==> src/rtl/switch_write_feeder.sv <==
// Debounced switch sampler feeding the async FIFO write port.
// Ports: clk/rst, sw_in, full -> wdata, winc, pending, drop_cnt.
module switch_write_feeder #(
  parameter int WIDTH           = 8,
  parameter int DEBOUNCE_CYCLES = 4,
  parameter int CNT_W           = 8
) (
  input  logic             clk,
  input  logic             rst,
  input  logic [WIDTH-1:0] sw_in,
  input  logic             full,
  output logic [WIDTH-1:0] wdata,
  output logic             winc,
  output logic             pending,
  output logic [7:0]       drop_cnt
);

  localparam logic IDLE = 1'b0;
  localparam logic PEND = 1'b1;

  localparam logic [CNT_W-1:0] CNT_MAX =
    CNT_W'(DEBOUNCE_CYCLES - 1);

  logic [WIDTH-1:0] s1_q, s2_q;
  logic [WIDTH-1:0] cand_q, cand_d;
  logic [WIDTH-1:0] stable_q, stable_d;
  logic [WIDTH-1:0] wdata_q, wdata_d;
  logic [CNT_W-1:0] cnt_q, cnt_d;
  logic [7:0]       drop_q, drop_d;
  logic             state_q, state_d;
  logic             ev;
  logic             wr;

  // Stable only once the synchronised value has sat unchanged
  // for the full window and differs from the last reported one.
  assign ev = (cnt_q == CNT_MAX) &&
              (s2_q == cand_q) &&
              (cand_q != stable_q);

  // Write request is combinational so full gates it in-cycle.
  assign wr = (state_q == PEND) && !full;

  always_comb begin
    cand_d = cand_q;
    cnt_d  = cnt_q;
    if (s2_q != cand_q) begin
      cand_d = s2_q;
      cnt_d  = '0;
    end else if (cnt_q != CNT_MAX) begin
      cnt_d  = cnt_q + 1'b1;
    end
  end

  always_comb begin
    stable_d = stable_q;
    wdata_d  = wdata_q;
    if (ev) begin
      stable_d = cand_q;
      wdata_d  = cand_q;
    end
  end

  always_comb begin
    state_d = state_q;
    drop_d  = drop_q;
    case (state_q)
      IDLE: begin
        if (ev) state_d = PEND;
      end
      PEND: begin
        if (wr) begin
          // A new value arriving on the write edge queues behind it.
          state_d = ev ? PEND : IDLE;
        end else if (ev && drop_q != 8'hFF) begin
          // Unwritten value overwritten by a newer one.
          drop_d = drop_q + 8'd1;
        end
      end
      default: state_d = IDLE;
    endcase
  end

  always_ff @(posedge clk or posedge rst) begin
    if (rst) begin
      s1_q     <= '0;
      s2_q     <= '0;
      cand_q   <= '0;
      stable_q <= '0;
      wdata_q  <= '0;
      cnt_q    <= '0;
      drop_q   <= '0;
      state_q  <= IDLE;
    end else begin
      s1_q     <= sw_in;
      s2_q     <= s1_q;
      cand_q   <= cand_d;
      stable_q <= stable_d;
      wdata_q  <= wdata_d;
      cnt_q    <= cnt_d;
      drop_q   <= drop_d;
      state_q  <= state_d;
    end
  end

  assign wdata    = wdata_q;
  assign winc     = wr;
  assign pending  = (state_q == PEND);
  assign drop_cnt = drop_q;

endmodule

==> config.mk <==
export PLATFORM = sky130hd
export DESIGN_NAME = switch_write_feeder
export DESIGN_NICKNAME = d
export VERILOG_FILES = /design/src/rtl/switch_write_feeder.sv
export SDC_FILE = /design/constraint.sdc
export NUM_CORES = 1
export LEC_CHECK = 0
export ABC_AREA = 1
export CAP_MARGIN = 20
export CORE_UTILIZATION = 35
export DETAILED_ROUTE_END_ITERATION = 16
export GPL_TIMING_DRIVEN = 0
export PLACE_DENSITY = 0.61
export SYNTH_ARGS = -nofsm -noshare
export SYNTH_HDL_FRONTEND = slang
export SYNTH_SLANG_ARGS = --single-unit
==> constraint.sdc <==
create_clock -name clk -period 4.1 [get_ports clk]
set_input_delay 1.025 -clock clk [delete_from_list [all_inputs] [get_ports clk]]
set_output_delay 1.025 -clock clk [all_outputs]
set_load 0.01 [all_outputs]
======== Word-level counts from Yosys, hierarchy flattened ========
Cells that the tools add are included.
word-level totals
  bits in registers ....................... 49
  input bits .............................. 11
  output and inout bits ................... 18
  word-level logic and storage cells ...... 29
operators by class
  add/subtract/negate cells ............... 2
  equality and inequality tests ........... 6
  mux-type cells .......................... 5
  bitwise operators ....................... 2
  reduce and logical (&&, ||, !) cells .... 7
operator list
  kind                                                                   count
  8-bit by 1-bit adder with 8-bit output, second input constant          2
  8-bit 2-to-1 mux                                                       2
  8-bit != test                                                          2
  8-bit by 2-bit equality test with 1-bit output, second input constant  1
  8-bit equality test                                                    1
  8-bit by 2-bit != test with 1-bit output, second input constant        1
  8-bit != test, second input constant                                   1
  1-bit logical AND                                                      4
  3-bit AND reduction                                                    1
  1-bit 2-to-1 mux                                                       2
  1-bit NOT                                                              2
  1-bit case mux with 2 select lines                                     1
  2-bit nonzero test                                                     1
  1-bit logical NOT                                                      1

======== Depth between registers and ports, before layout ========
Gate-level depths: netlist of the first run.
  depth after elaboration ................. 6
  depth in mapped cells ................... 10

======== Worst setup path after synthesis of the first run ========
No wires, ideal clock.
  path type ............................... input port to output port
  start point ............................. in full
  end point ............................... out winc
  arrival ................................. 1.194 ns
  data required time ...................... 3.075 ns
  slack ................................... 1.881 ns
  cell stages on the path ................. 1
  path buffers ............................ 0
  cell sequence ........................... nor2_1
between the ends
  cells in the longest elaborated chain, start to end .. 2
ends and longest elaborated chain
  item                RTL line  text
  start: declaration  11        input logic full,
  1-bit logical NOT   41        assign wr = (state_q == PEND) && !full;
  1-bit logical AND   41
  end: declaration    13        output logic winc,
No other way between the ends.

======== Final worst setup path of the first run ========
Ends and elaborated chain as after synthesis.

==> results.md, run 1 <==
* Hold-fix buffer count after cts at 0
* Areal power density over the cells at between 300 and 400 nW/um^2
* Total congestion overflow after global routing at 0
* Vias per Instance at roughly 4.5
* Average detailed-routed wire length per instance at around 10 um
* Setup total negative slack at 0 ps
* Worst hold margin at 352.5 ps
* Sequential-to-total area share from yosys stat at 57.75%
* CTS-repair resized insts at 0
* CTS clock-pin slew for the worst setup and hold paths at 90 ps
* Final setup fails at 0
* Die W at 79.89 um
* Synthesized area divided by synthesized cell count at 9.152 um^2
* Area contributors post-synth: dfrtp_1 58%, nand2_1 11%, inv_1 4.6%
* Switching fraction of total power at ~22%
* Routed via count at 1529
* Max transition margin at 61.80%
* Max Clock Freq at 0.3219 GHz
* Maximum vdd ir drop at 0.0002456 V
* Arrival time at the worst endpoint at ~2100 ps
* Sequential share of power at 60.3%
* Endpoints failing hold at 0
* Clock H-tree levels at 2
* Last weighted congestion value of the routability-driven placer at 0.7482
* Period utilization at 75.77%
* Number of storage elements in the synthesis netlist at 49
* # diodes at 0
* Post-DRT Antenna Nets at 0
* Antenna violations before repair at 0
* 1st-iter DRT viols at 28
* Setup clock skew after layout at 5.925 ps
* Number of DRC violations after detailed routing at 0
* PortBufs at 28
* Post-layout nets at 281
* Worst-path maximum fanout at 2
* Post-CTS Repair Setup Buffers at 0
* Fin crit period at 3107 ps
* Initial Util at 36.08%
* Number of max-cap violations at 0
* Int Power at 0.0006487 W
* Top-area cell type share of the netlist area at 57.75%
* CTS tree: built
* Sinks on Clock Net at 49
* Overall fraction of global-route tracks in use at between 10% and 20%
* Relative area change from synthesis to final layout at 23.16%
* Most frequent standard cell in the layout excluding fill and tap cells: nand2_1
* Global-route wire length before repair at between 6000 and 7000 um
* Number of top-level design ports at 29
* Commonest non-fill, non-tap cells in the layout: 61 x nand2_1, 49 x dfrtp_1, 28 x clkdlybuf4s50_1
* Vias in the first global route at 1423
* Full die area at 6382 um^2
* Number of warnings reported in the yosys synthesis log at 0
* Syn Nets at 245
* Layout cells sized above 1 at 8.209%
* Reported net switching power at roughly 0.00019 W
* Transition time at the pin with the least slew margin at 572.2 ps
* Status: finished, final reports clean
* DRT Pass-1 Iters at 4
* Pin count of the biggest net entering global routing at 27
* Startpoint Class: primary input
* Critical path class: primary input to output pin
* Comb power frac at 5.0%
* Mapped Cells at approximately 230
* Height of the chip at 79.89 um
* Worst path required time at slightly above 3000 ps
* Max-slew violation count at 0
* Largest area contributor in the netlist: dfrtp_1
* Unrepaired setup endpoints after global routing: false
* Total power at around 0.00083 W
* Worst hold path class: register to register
* Cell leakage power at 1.210 nW
* Post-synthesis cell type count at 22
* Clock latency reported for the late side of the worst-skew pair at 300 ps
* Clock tree buffer depth at 2
* Final HPWL DP at 2586 um
* Core Box Area at 5886 um^2
* Placement row count at 28
* Clk pwr share at 34.8%
* CP endpoint kind: output pin
* Clock buffers created by TritonCTS at 5
* WL final at approximately 3500 um
* Clock root buffer: clkbuf_8
* Cell Area, Synth at 2123 um^2
[layout make-up]
type	instances	area, um^2
inverter	32	120.1
multi-input combinational	140	720.7
clock inverter	1	7.507
fill	602	3271
tap	75	93.84
buffer	11	56.30
timing repair buffer	29	307.8
sequential	49	1226
clock buffer	6	82.58
[Yosys cell counts, drive strengths merged]
| cell | count |
|---|---|
| o21ai | 5 |
| nor2 | 21 |
| nor3 | 5 |
| clkinv | 2 |
| ha | 2 |
| dfrtp | 49 |
| a211oi | 1 |
| buf | 2 |
| clkbuf | 9 |
| nor3b | 1 |
| a21oi | 10 |
| nand4 | 9 |
| nand3 | 13 |
| inv | 30 |
| xnor2 | 5 |
| nand2 | 61 |
| xor2 | 7 |
[sequential cells by signal (all words and copies together) (netlist names)]
register	cells
cnt_q	8
pending	1
wdata	8
cand_q	8
s2_q	8
s1_q	8
drop_cnt	8
[per-layer routing]
layer  part of all wire [%]  wire length (um)  GRT usage (%)  vias up
li1                       -                 -              -      792
met1                     47              1643          15.57      711
met2                     48              1699          20.85       21
met3                    3.5               122          3.771        5
met4                    1.7                59          4.821        0
met5                      0                 0              0        -
[worst max-delay path: stages]
cell and delay (ps):
clkdlybuf4s50_1 420, nor2_1 100, clkdlybuf4s50_1 530
[power groups by stage]
| stage | clock network, W | logic, W | registers [W] |
|---|---|---|---|
| global route | 0.000315 | 0.0000484 | 0.000505 |
| CTS | 0.000301 | 0.0000434 | 0.000503 |
| finish | 0.000290 | 0.0000415 | 0.000503 |
| detailed placement | 0 | 0.0000431 | 0.000513 |
| floorplan | 0 | 0.0000247 | 0.000511 |
| global placement | 0 | 0.0000392 | 0.000512 |
[cell families after synthesis]
logic type	after synthesis	synth area share, %
simple gates	110	23.92
compound gates	16	3.889
buf+inv	43	8.308
flops	49	57.75
fa+ha+maj	2	1.178
xor+xnor	12	4.950
[per-stage QoR]
stage,cells,util (%),cell area (um^2),worst slack (ps)
2_1_floorplan,232,-,2123,1881
3_3_place_gp,335,42.43,2497,926.3
3_5_place_dp,336,42.90,2525,996.4
4_1_cts,343,44.43,2615,989.3
5_1_grt,343,44.43,2615,952.4
6_report,343,44.43,2615,993.2
[worst paths after layout]
| path | end | from | depth (start not counted) | slack (ps) |
|---|---|---|---|---|
| setup / recovery | winc | full | 3 | 990 |
| hold / removal | s2_q[5] | s1_q[5] | 0 | 350 |
| setup reg to reg | drop_cnt[6] | cnt_q[0] | 8 | 2420 |
| hold reg to reg | s2_q[5] | s1_q[5] | 0 | 350 |
| max in group asynchronous | cnt_q[2] | rst | 3 | 2500 |
| min in group asynchronous | s1_q[3] | rst | 2 | 1090 |
Power figures use the tool's default switching activity.
==> run 2: changes to the inputs <==
==> constraint.sdc (replaced) <==
create_clock -name clk -period 3.1 [get_ports clk]
set_input_delay 0.775 -clock clk [delete_from_list [all_inputs] [get_ports clk]]
set_output_delay 0.775 -clock clk [all_outputs]
set_load 0.01 [all_outputs]
==> results of run 2 <==
Same layout as run 1 (identical final DEF). Status: finished, final reports clean.
Among the figures that moved: setup slack after placement 996.4 ps -> 496.4 ps; setup slack after layout 993.2 ps -> 493.2 ps; register-to-register setup slack 2420 ps -> 1420 ps; total power 0.0008344 W -> 0.001104 W; worst IR drop on VDD 0.0002456 V -> 0.0003248 V
